File: config.mk
export PLATFORM = sky130hd
export DESIGN_NAME = issue_queue
export DESIGN_NICKNAME = d
export VERILOG_FILES = /design/src/rtl/lc3b_types.sv /design/src/rtl/iq_age_select.sv /design/src/rtl/issue_queue.sv
export SDC_FILE = /design/constraint.sdc
export NUM_CORES = 1
export LEC_CHECK = 0
export CAP_MARGIN = 20
export CORE_ASPECT_RATIO = 1.25
export CORE_UTILIZATION = 45
export CTS_BUF_LIST = sky130_fd_sc_hd__clkbuf_2 sky130_fd_sc_hd__clkbuf_4 sky130_fd_sc_hd__clkbuf_8
export CTS_CLUSTER_SIZE = 30
export DETAILED_ROUTE_END_ITERATION = 10
export MAX_ROUTING_LAYER = met4
export PLACE_DENSITY_LB_ADDON = 0.25
export REMOVE_ABC_BUFFERS = 1
export SLEW_MARGIN = 10
export SYNTH_ARGS = -nofsm -noshare
export SYNTH_HDL_FRONTEND = slang
export SYNTH_SLANG_ARGS = --single-unit
File: constraint.sdc
create_clock -name clk -period 3.6 [get_ports clk]
set_input_delay 0.54 -clock clk [delete_from_list [all_inputs] [get_ports clk]]
set_output_delay 0.54 -clock clk [all_outputs]
set_load 0.02 [all_outputs]
File: src/rtl/lc3b_types.sv
// Shared issue-queue types: invalid ROB tag, entry layout and CDB bundle at default widths.
package lc3b_types;

  localparam int unsigned ROB_IDX_W_DEF = 3;
  localparam int unsigned DATA_W_DEF    = 16;
  localparam int unsigned OP_W_DEF      = 4;
  localparam int unsigned CDB_PORTS_DEF = 2;

  // All-ones tag marks an operand whose value is already present.
  localparam logic [ROB_IDX_W_DEF-1:0] ROB_ID_INVALID = '1;

  typedef struct packed {
    logic                     busy;
    logic [OP_W_DEF-1:0]      op;
    logic [DATA_W_DEF-1:0]    vj;
    logic [DATA_W_DEF-1:0]    vk;
    logic [ROB_IDX_W_DEF-1:0] qj;
    logic [ROB_IDX_W_DEF-1:0] qk;
    logic                     rj;
    logic                     rk;
    logic [ROB_IDX_W_DEF-1:0] dest;
    logic [DATA_W_DEF-1:0]    pc;
  } lc3b_iq_entry;

  typedef struct packed {
    logic                     valid;
    logic [ROB_IDX_W_DEF-1:0] tag;
    logic [DATA_W_DEF-1:0]    value;
  } lc3b_cdb_port;

  typedef lc3b_cdb_port [CDB_PORTS_DEF-1:0] lc3b_cdb_array;

endpackage

File: src/rtl/iq_age_select.sv
// Age matrix tracking allocation order plus oldest-ready one-hot picker.
module iq_age_select #(
  parameter int unsigned SIZE = 4
) (
  input  logic            clk,
  input  logic            rst_n,
  input  logic            flush,
  input  logic [SIZE-1:0] busy,
  input  logic [SIZE-1:0] ready,
  input  logic [SIZE-1:0] alloc_oh,
  input  logic [SIZE-1:0] free_oh,
  output logic [SIZE-1:0] grant
);

  // r_older[j][i] set means slot j was allocated before slot i.
  logic [SIZE-1:0] r_older     [SIZE];
  logic [SIZE-1:0] w_older_nxt [SIZE];
  logic [SIZE-1:0] w_blocked;

  always_comb begin
    for (int unsigned j = 0; j < SIZE; j++) w_older_nxt[j] = r_older[j];
    for (int unsigned i = 0; i < SIZE; i++) begin
      if (alloc_oh[i]) begin
        for (int unsigned j = 0; j < SIZE; j++) w_older_nxt[j][i] = (j != i) && busy[j];
        w_older_nxt[i] = '0;
      end
    end
    // Freeing is applied last so a slot issued this edge never counts as older.
    for (int unsigned i = 0; i < SIZE; i++) begin
      if (free_oh[i]) begin
        w_older_nxt[i] = '0;
        for (int unsigned j = 0; j < SIZE; j++) w_older_nxt[j][i] = 1'b0;
      end
    end
    if (flush) begin
      for (int unsigned j = 0; j < SIZE; j++) w_older_nxt[j] = '0;
    end
  end

  always_ff @(posedge clk or negedge rst_n) begin
    if (!rst_n) begin
      for (int unsigned j = 0; j < SIZE; j++) r_older[j] <= '0;
    end else begin
      for (int unsigned j = 0; j < SIZE; j++) r_older[j] <= w_older_nxt[j];
    end
  end

  always_comb begin
    w_blocked = '0;
    grant     = '0;
    for (int unsigned i = 0; i < SIZE; i++) begin
      for (int unsigned j = 0; j < SIZE; j++) begin
        if (ready[j] && r_older[j][i]) w_blocked[i] = 1'b1;
      end
      grant[i] = ready[i] && !w_blocked[i];
    end
  end

endmodule

File: src/rtl/issue_queue.sv
// Issue queue: internal slot allocation, multi-port CDB wakeup with allocate bypass,
// oldest-ready issue through an age matrix with a valid/ready handshake.
module issue_queue
  import lc3b_types::*;
#(
  parameter int unsigned SIZE      = 4,
  parameter int unsigned CDB_PORTS = 2,
  parameter int unsigned ROB_IDX_W = 3,
  parameter int unsigned DATA_W    = 16,
  parameter int unsigned OP_W      = 4
) (
  input  logic                          clk,
  input  logic                          rst_n,
  input  logic                          alloc_valid,
  output logic                          alloc_ready,
  input  logic [OP_W-1:0]               alloc_op,
  input  logic [DATA_W-1:0]             alloc_vj,
  input  logic [DATA_W-1:0]             alloc_vk,
  input  logic [ROB_IDX_W-1:0]          alloc_qj,
  input  logic [ROB_IDX_W-1:0]          alloc_qk,
  input  logic [ROB_IDX_W-1:0]          alloc_dest,
  input  logic [DATA_W-1:0]             alloc_pc,
  input  logic [CDB_PORTS-1:0]          cdb_valid,
  input  logic [CDB_PORTS*ROB_IDX_W-1:0] cdb_tag,
  input  logic [CDB_PORTS*DATA_W-1:0]   cdb_value,
  output logic                          issue_valid,
  input  logic                          issue_ready,
  output logic [OP_W-1:0]               issue_op,
  output logic [DATA_W-1:0]             issue_vj,
  output logic [DATA_W-1:0]             issue_vk,
  output logic [ROB_IDX_W-1:0]          issue_dest,
  output logic [DATA_W-1:0]             issue_pc,
  input  logic                          flush,
  output logic [$clog2(SIZE+1)-1:0]     occupancy
);

  localparam int unsigned OCC_W = $clog2(SIZE + 1);
  localparam logic [ROB_IDX_W-1:0] TAG_INVALID = '1;

  logic [SIZE-1:0]      r_busy, r_rj, r_rk;
  logic [OP_W-1:0]      r_op   [SIZE];
  logic [DATA_W-1:0]    r_vj   [SIZE];
  logic [DATA_W-1:0]    r_vk   [SIZE];
  logic [ROB_IDX_W-1:0] r_qj   [SIZE];
  logic [ROB_IDX_W-1:0] r_qk   [SIZE];
  logic [ROB_IDX_W-1:0] r_dest [SIZE];
  logic [DATA_W-1:0]    r_pc   [SIZE];

  logic [ROB_IDX_W-1:0] w_cdb_tag [CDB_PORTS];
  logic [DATA_W-1:0]    w_cdb_val [CDB_PORTS];
  logic [SIZE-1:0]      w_alloc_oh, w_alloc_fire_oh, w_free_oh, w_ready, w_grant;
  logic                 w_found, w_alloc_fire, w_issue_fire;
  logic                 w_aj_hit, w_ak_hit;
  logic [DATA_W-1:0]    w_aj_val, w_ak_val;
  logic [SIZE-1:0]      w_wj_hit, w_wk_hit;
  logic [DATA_W-1:0]    w_wj_val [SIZE];
  logic [DATA_W-1:0]    w_wk_val [SIZE];

  always_comb begin
    for (int unsigned p = 0; p < CDB_PORTS; p++) begin
      w_cdb_tag[p] = cdb_tag[p*ROB_IDX_W +: ROB_IDX_W];
      w_cdb_val[p] = cdb_value[p*DATA_W +: DATA_W];
    end
  end

  always_comb begin
    w_alloc_oh = '0;
    w_found    = 1'b0;
    for (int unsigned i = 0; i < SIZE; i++) begin
      if (!r_busy[i] && !w_found) begin
        w_alloc_oh[i] = 1'b1;
        w_found       = 1'b1;
      end
    end
  end

  assign alloc_ready     = |(~r_busy);
  assign w_ready         = r_busy & r_rj & r_rk;
  assign issue_valid     = |w_ready;
  assign w_alloc_fire    = alloc_valid && alloc_ready && !flush;
  assign w_issue_fire    = issue_valid && issue_ready && !flush;
  assign w_alloc_fire_oh = w_alloc_fire ? w_alloc_oh : '0;
  assign w_free_oh       = w_issue_fire ? w_grant : '0;

  // CDB matching: ports scanned low to high and the first hit is kept.
  always_comb begin
    w_aj_hit = 1'b0;
    w_ak_hit = 1'b0;
    w_aj_val = '0;
    w_ak_val = '0;
    w_wj_hit = '0;
    w_wk_hit = '0;
    for (int unsigned i = 0; i < SIZE; i++) begin
      w_wj_val[i] = '0;
      w_wk_val[i] = '0;
    end
    for (int unsigned p = 0; p < CDB_PORTS; p++) begin
      if (cdb_valid[p]) begin
        if (!w_aj_hit && alloc_qj != TAG_INVALID && w_cdb_tag[p] == alloc_qj) begin
          w_aj_hit = 1'b1;
          w_aj_val = w_cdb_val[p];
        end
        if (!w_ak_hit && alloc_qk != TAG_INVALID && w_cdb_tag[p] == alloc_qk) begin
          w_ak_hit = 1'b1;
          w_ak_val = w_cdb_val[p];
        end
        for (int unsigned i = 0; i < SIZE; i++) begin
          if (r_busy[i] && !w_wj_hit[i] && r_qj[i] != TAG_INVALID && w_cdb_tag[p] == r_qj[i]) begin
            w_wj_hit[i] = 1'b1;
            w_wj_val[i] = w_cdb_val[p];
          end
          if (r_busy[i] && !w_wk_hit[i] && r_qk[i] != TAG_INVALID && w_cdb_tag[p] == r_qk[i]) begin
            w_wk_hit[i] = 1'b1;
            w_wk_val[i] = w_cdb_val[p];
          end
        end
      end
    end
  end

  always_ff @(posedge clk or negedge rst_n) begin
    if (!rst_n) begin
      r_busy <= '0;
      r_rj   <= '0;
      r_rk   <= '0;
      for (int unsigned i = 0; i < SIZE; i++) begin
        r_op[i]   <= '0;
        r_vj[i]   <= '0;
        r_vk[i]   <= '0;
        r_qj[i]   <= TAG_INVALID;
        r_qk[i]   <= TAG_INVALID;
        r_dest[i] <= '0;
        r_pc[i]   <= '0;
      end
    end else if (flush) begin
      r_busy <= '0;
      r_rj   <= '0;
      r_rk   <= '0;
      for (int unsigned i = 0; i < SIZE; i++) begin
        r_qj[i] <= TAG_INVALID;
        r_qk[i] <= TAG_INVALID;
      end
    end else begin
      for (int unsigned i = 0; i < SIZE; i++) begin
        if (w_alloc_fire_oh[i]) begin
          r_busy[i] <= 1'b1;
          r_op[i]   <= alloc_op;
          r_dest[i] <= alloc_dest;
          r_pc[i]   <= alloc_pc;
          r_vj[i]   <= w_aj_hit ? w_aj_val : alloc_vj;
          r_vk[i]   <= w_ak_hit ? w_ak_val : alloc_vk;
          r_qj[i]   <= w_aj_hit ? TAG_INVALID : alloc_qj;
          r_qk[i]   <= w_ak_hit ? TAG_INVALID : alloc_qk;
          r_rj[i]   <= w_aj_hit || (alloc_qj == TAG_INVALID);
          r_rk[i]   <= w_ak_hit || (alloc_qk == TAG_INVALID);
        end else begin
          if (w_free_oh[i]) r_busy[i] <= 1'b0;
          if (w_wj_hit[i]) begin
            r_vj[i] <= w_wj_val[i];
            r_qj[i] <= TAG_INVALID;
            r_rj[i] <= 1'b1;
          end
          if (w_wk_hit[i]) begin
            r_vk[i] <= w_wk_val[i];
            r_qk[i] <= TAG_INVALID;
            r_rk[i] <= 1'b1;
          end
        end
      end
    end
  end

  iq_age_select #(
    .SIZE(SIZE)
  ) u_age_select (
    .clk     (clk),
    .rst_n   (rst_n),
    .flush   (flush),
    .busy    (r_busy),
    .ready   (w_ready),
    .alloc_oh(w_alloc_fire_oh),
    .free_oh (w_free_oh),
    .grant   (w_grant)
  );

  always_comb begin
    issue_op   = '0;
    issue_vj   = '0;
    issue_vk   = '0;
    issue_dest = '0;
    issue_pc   = '0;
    occupancy  = '0;
    for (int unsigned i = 0; i < SIZE; i++) begin
      if (w_grant[i]) begin
        issue_op   = r_op[i];
        issue_vj   = r_vj[i];
        issue_vk   = r_vk[i];
        issue_dest = r_dest[i];
        issue_pc   = r_pc[i];
      end
      occupancy = occupancy + OCC_W'(r_busy[i]);
    end
  end

endmodule

==> results of run 1 <==
## critical path: cells and delay by family (launching register included)
kind,cells,cell delay (ns)
and+or+nand+nor,3,0.65
buffers and inverters,3,0.77
AOI/OAI and AO/OA,2,0.50
DFF,1,0.42
## metal layers
metal / track usage [%] / vias up / routed length [um]
li1: - / 7966 / -
met1: 44.25 / 8965 / 26580
met2: 58.87 / 1263 / 32570
met3: 6.150 / 345 / 6379
met4: 26.52 / 0 / 5521
met5: - / - / 0
## area by class of cell
cell class / count / share of cell area [%]
multi-input combinational: 1542 / 45.59
clock buffer: 80 / 4.857
timing repair buffer: 272 / 12.41
clock inverter: 9 / 0.3971
sequential: 268 / 32.90
inverter: 46 / 0.8431
antenna: 2 / 0.02444
tap: 486 / 2.969
## per-stage QoR
| step | setup TNS (ns) | power, mW |
|---|---|---|
| final | 0 | 8.742 |
| after global routing | 0 | 9.084 |
| after CTS | 0 | 8.704 |
| after detailed placement | 0 | 5.495 |
| after global placement | 0 | 5.439 |
| after floorplan | -56.22 | 4.712 |
## cell families (layout without fill, tap and decap cells)
group	after synthesis	count (layout)	synth area share [%]
AND/OR/NAND/NOR	819	820	21.37
XOR/XNOR	57	57	2.935
flip-flops	268	268	39.60
AO/OA/AOI/OAI	657	657	29.47
multiplexers	2	2	0.1250
adder cells (fa/ha/maj)	6	6	0.4855
other	0	2	0
buffers and inverters	252	407	6.010
## flip-flops by register name (all words and copies together) (netlist names), 12 cells and up
name	flops
r_pc	64
r_vj	64
r_vk	64
r_op	16
r_dest	12
r_qj	12
r_qk	12
u_age_select.r_older	12
## cells in the mapped netlist, types with 24 or more instances
cell / count / share of area, %
a221oi_1: 73 / 3.8
inv_1: 46 / 1.0
dfstp_2: 24 / 3.7
a22oi_1: 47 / 2.1
nand2_1: 425 / 9.4
o21ai_0: 97 / 2.9
xnor2_1: 53 / 2.7
nand4_1: 25 / 0.92
nor2_1: 160 / 3.5
o221ai_1: 63 / 3.2
a21boi_0: 33 / 1.5
clkbuf_1: 161 / 3.6
dfrtp_1: 244 / 36
nand3_1: 60 / 1.8
o31ai_1: 58 / 2.6
o22ai_1: 33 / 1.2
o211ai_1: 46 / 2.0
nor4_1: 64 / 2.4
a31o_2: 46 / 2.4
## worst min path at each step
| stage | start | to | cells past startpoint |
|---|---|---|---|
| after floorplan | rst_n | r_busy[0]$_DFFE_PN0P_ | 0 |
| after global placement | r_pc[1]$_DFFE_PN0P_ | r_pc[1]$_DFFE_PN0P_ | 2 |
| after detailed placement | r_op[0]$_DFFE_PN0P_ | r_op[0]$_DFFE_PN0P_ | 2 |
| after CTS | rst_n | r_vk[28]$_DFFE_PN0P_ | 1 |
| after global routing | rst_n | r_pc[26]$_DFFE_PN0P_ | 1 |
| final | rst_n | r_pc[26]$_DFFE_PN0P_ | 1 |
## power breakdown
part	internal, mW	switching [mW]	total [mW]
logic	0.628	0.956	1.58
registers	3.57	0.362	3.93
clock network	1.82	1.41	3.23
## repair_timing
| item | 4_1_cts | 5_1_grt |
|---|---|---|
| cloned | 2 | 0 |
| buffers inserted | 6 | 0 |
| gates resized for setup | 65 | 15 |
| pin swaps | 3 | 0 |
| setup endpoints to repair | 56 | 9 |
==> impl_metrics.json, run 1 <==
{
  "status": "finished with violations",
  "violations": "hold timing",
  "dr.first_iter.drc_count": 2401,
  "synthArstFlopShare_pct": 100.0,
  "yosys_warnings": 0,
  "slew_headroom_pct": 31.51,
  "fp.dieW_um": 175.9,
  "hold_buffers": 0,
  "syn_to_final_growth_pct": 20.40,
  "postLayoutSetupSlackWorst_ns": 0.06866,
  "max_stage_delay_ns": 0.42,
  "rsz0062_at_grt": "false",
  "maxCapViolations": 0,
  "via_per_inst": 6.854,
  "drive_gt1_share_pct": 14.03,
  "io_pins": 166,
  "finalCritPeriodShare_pct": 98.09,
  "drv_slew": 0,
  "crit_path_start_kind": "flop",
  "max_freq_mhz": 283.2,
  "rr_endpoint": "r_rk[2]$_DFFE_PN0P_",
  "place_inst": 2606,
  "final_cells": 2705,
  "clk_path_buf_depth": 3,
  "yosys_most_used_dff": "dfrtp_1",
  "period_minus_slack_ns": 3.531,
  "synth.avg_cell_area_um2": 8.253,
  "clkLatencyLatePin_ns": 0.62,
  "syn_inst": 2061,
  "cp_max_fo": 24,
  "clock-sinks": 268,
  "grt_pass1_vias": 18210,
  "hold_violations": 24,
  "wire_per_inst_um": 26.26,
  "nNetsFinal": 2290,
  "synth.distinct_cells": 74,
  "endpoint": "issue_vk[4]",
  "multi_input_comb_area_um2": 9338,
  "cts_tree": "yes",
  "grt_use_total_pct": 37.67,
  "hpwl_um": 46660,
  "synth_edf_count": 0,
  "startpoint": "r_rk[1]$_DFFE_PN0P_",
  "final_common_cell": "nand2_1",
  "skew_ns": 0.02120,
  "coreArea_um2": 37260,
  "final_area_um2": 20480,
  "reg2reg_slack_ns": 0.77,
  "ir_worst_vdd_mv": 0.2867,
  "antenna_found_initial": 2,
  "setup_violations": 0,
  "grt_overflow": 0,
  "wirelength_um": 71050,
  "die_y_um": 219.4,
  "portBuffers": 165,
  "holdWs_ns": -0.04460,
  "cts_made_buffers": 48,
  "r2r-start": "r_busy[0]$_DFFE_PN0P_",
  "dieArea_um2": 38590,
  "post-route-drc-count": 0,
  "ant_nets": 0,
  "synth_area_um2": 17010,
  "slowest_stage": "dfrtp_1",
  "path_clk_slew_ns": 0.07,
  "worstPathRequired_ns": 3.06,
  "ys_seq_area_share_pct": 39.60,
  "ff_latch_area_um2": 6739,
  "placementRows": 79,
  "grt_max_degree": 106,
  "fin_util_pct": 54.96,
  "cp_cell_sequence": "and3_1 -> and4_2 -> nor2_4 -> buf_12 -> bufbuf_16 -> a221oi_1 -> o31ai_1 -> dlygate4sd2_1",
  "cts-htree-levels": 2,
  "place_ws_ns": 0.2585,
  "endpoint_kind": "output pin",
  "grt_pass1_wl_um": 107600,
  "drtPass1Iterations": 8,
  "tightest_slew_ns": 1.019,
  "final_cell_mix": "nand2_1, dfrtp_1, nor2_1",
  "initial_core_util_pct": 45.65,
  "ff2ff_path_depth": 7,
  "hold_path_class": "input pin to asynchronous set/reset pin",
  "cp.arrival_ns": 2.99,
  "cts-root-buf": "clkbuf_8",
  "leakage_nw": 8.638,
  "power.density_nw_per_um2": 426.8,
  "fillers": 3416,
  "place.gp.congestion": 0.9946,
  "vias": 18540,
  "synth_seq_cells": 268,
  "place_area_um2": 19310,
  "worstSetupPathType": "flop to output pin"
}
(Power assumes the default switching activity.)
==> run 2: changes to the inputs <==
- MAX_ROUTING_LAYER: met4 -> unset
- SETUP_SLACK_MARGIN: unset -> 0.15
==> run 2 against run 1 <==
Net effect: largest cell class unchanged; sequential cell count stayed put; die area stayed put; first-iteration DRC count is 6.7% higher; the run now ends clean; power is 1.4% lower; sequential share of layout area is 0.16 points lower; non-clock buffer count is 5 higher; sequential power hardly changed; clock skew hardly changed; highest routed layer unchanged; worst setup slack better by 0.098 ns.
==> impl_metrics.json, run 2 (synthesis results as in run 1) <==
{
  "clk_path_buf_depth": 3,
  "die_y_um": 219.4,
  "place_ws_ns": 0.2608,
  "clock-sinks": 268,
  "drtPass1Iterations": 6,
  "path_clk_slew_ns": 0.07,
  "wirelength_um": 70960,
  "hold_path_class": "input pin to flop",
  "status": "completed",
  "ant_nets": 0,
  "rsz0062_at_grt": "false",
  "fillers": 3366,
  "finalSetupTns_ns": 0,
  "place.gp.congestion": 0.9621,
  "grt_pass1_vias": 18260,
  "worstSetupPathType": "flop to output pin",
  "power_frac_comb_pct": 18.4,
  "drv_slew": 0,
  "p_clk_share_pct": 36.0,
  "crit_path_start_kind": "flop",
  "syn_to_final_growth_pct": 21.07,
  "placementRows": 79,
  "holdWs_ns": 0.2284,
  "fin_util_pct": 55.26,
  "hpwl_um": 45440,
  "p_seq_share_pct": 45.6,
  "period_minus_slack_ns": 3.433,
  "skew_ns": 0.02117,
  "switchingPower_mw": 2.696,
  "grt_pass1_wl_um": 108200,
  "slew_headroom_pct": 25.09,
  "cp.arrival_ns": 2.89,
  "vias": 18610,
  "portBuffers": 165,
  "via_per_inst": 6.874,
  "place_inst": 2606,
  "cts_tree": "yes",
  "dieArea_um2": 38590,
  "tightest_slew_ns": 1.124,
  "top_regs": "r_pc: 64 flops, r_vj: 64 flops, r_vk: 64 flops",
  "grt_max_degree": 88,
  "dr.first_iter.drc_count": 2561,
  "coreArea_um2": 37260,
  "final_cells": 2707,
  "maxCapViolations": 0,
  "max_freq_mhz": 291.3,
  "drive_gt1_share_pct": 15.40,
  "cts-root-buf": "clkbuf_8",
  "cts_made_buffers": 47,
  "nNetsFinal": 2295,
  "leakage_nw": 8.979,
  "clkLatencyLatePin_ns": 0.60,
  "grt_use_total_pct": 36.65,
  "power.density_nw_per_um2": 418.8,
  "postLayoutSetupSlackWorst_ns": 0.1670,
  "worstPathRequired_ns": 3.06,
  "final_cell_mix": "nand2_1, dfrtp_1, nor2_1",
  "ir_worst_vdd_mv": 0.3026,
  "initial_core_util_pct": 45.65,
  "final_common_cell": "nand2_1",
  "switching_share_pct": 31.27,
  "intPower_mw": 5.927,
  "cts-htree-levels": 2,
  "wire_per_inst_um": 26.21,
  "fp.dieW_um": 175.9,
  "post-route-drc-count": 0,
  "diodes": 0,
  "io_pins": 166,
  "hold_violations": 0,
  "grt_overflow": 0,
  "finalCritPeriodShare_pct": 95.36,
  "antenna_found_initial": 0,
  "cp_max_fo": 41,
  "endpoint_kind": "output pin",
  "setup_violations": 0
}
==> run 2: cell count changes in the layout (fill, tap and decap cells not counted), moves of 6 or more <==
cell,change
dlygate4sd2_1,-36
dlymetal6s2s_1,+26
buf_2,+13
a221oi_1,-6
a221oi_2,+6
==> run 2: final timing paths <==
check	end	slack, ns	cells after the start	start
hold reg to reg	r_pc[7]$_DFFE_PN0P_	0.47	2	r_pc[7]$_DFFE_PN0P_
hold / removal	u_age_select.r_older[4]$_DFFE_PN0P_	0.23	2	flush
setup reg to reg	r_vk[0]$_DFFE_PN0P_	0.73	7	r_busy[1]$_DFFE_PN0P_
max in group asynchronous	r_busy[2]$_DFFE_PN0P_	2.10	3	rst_n
setup / recovery	issue_vj[7]	0.17	5	r_rk[0]$_DFFE_PN0P_
min in group asynchronous	r_pc[6]$_DFFE_PN0P_	0.56	2	rst_n
==> run 2: final cells by class <==
| type | instances | area, um2 | area share (%) |
|---|---|---|---|
| Inverter | 46 | 172.7 | 0.8384 |
| Clock inverter | 9 | 53.80 | 0.2613 |
| Timing Repair Buffer | 277 | 2631 | 12.78 |
| Tap cell | 486 | 608.1 | 2.953 |
| Multi-Input combinational cell | 1543 | 9398 | 45.63 |
| Clock buffer | 78 | 985.9 | 4.788 |
| Sequential cell | 268 | 6744 | 32.75 |
==> run 2: metrics by stage <==
step,cell area [um2],total power [mW]
2_1_floorplan,16160,4.712
3_3_place_gp,19310,5.428
3_5_place_dp,19320,5.483
4_1_cts,20490,8.578
5_1_grt,20590,8.999
6_report,20590,8.624
==> run 2: timing repair <==
item                       4_1_cts  5_1_grt
buffers inserted                 7        2
hold endpoints to repair        83        0
gates cloned                     3        1
gates resized for setup         60       95
hold buffers                     1        0
pin swaps                        4       11
setup endpoints to repair       58       54
==> run 2: critical path, cell delays in order, from the launching register on <==
cell and delay (ns):
dfrtp_1 0.44, nand4_1 0.48, and4_4 0.48, buf_12 0.18
o31ai_2 0.32, dlygate4sd2_1 0.37
==> run 2: power groups by stage <==
stage | combinational, mW | clock [mW] | sequential, mW
5_1_grt | 1.73 | 3.28 | 3.98
3_5_place_dp | 1.53 | 0 | 3.95
3_3_place_gp | 1.49 | 0 | 3.94
6_report | 1.59 | 3.11 | 3.93
4_1_cts | 1.54 | 3.13 | 3.90
2_1_floorplan | 0.877 | 0 | 3.83
==> run 2: per-layer routing <==
| layer | wire length (um) | global-route usage (%) |
|---|---|---|
| met3 | 7813 | 8.073 |
| met1 | 26120 | 44.99 |
| met4 | 5720 | 26.78 |
| met5 | 0 | 0 |
| met2 | 31300 | 56.61 |
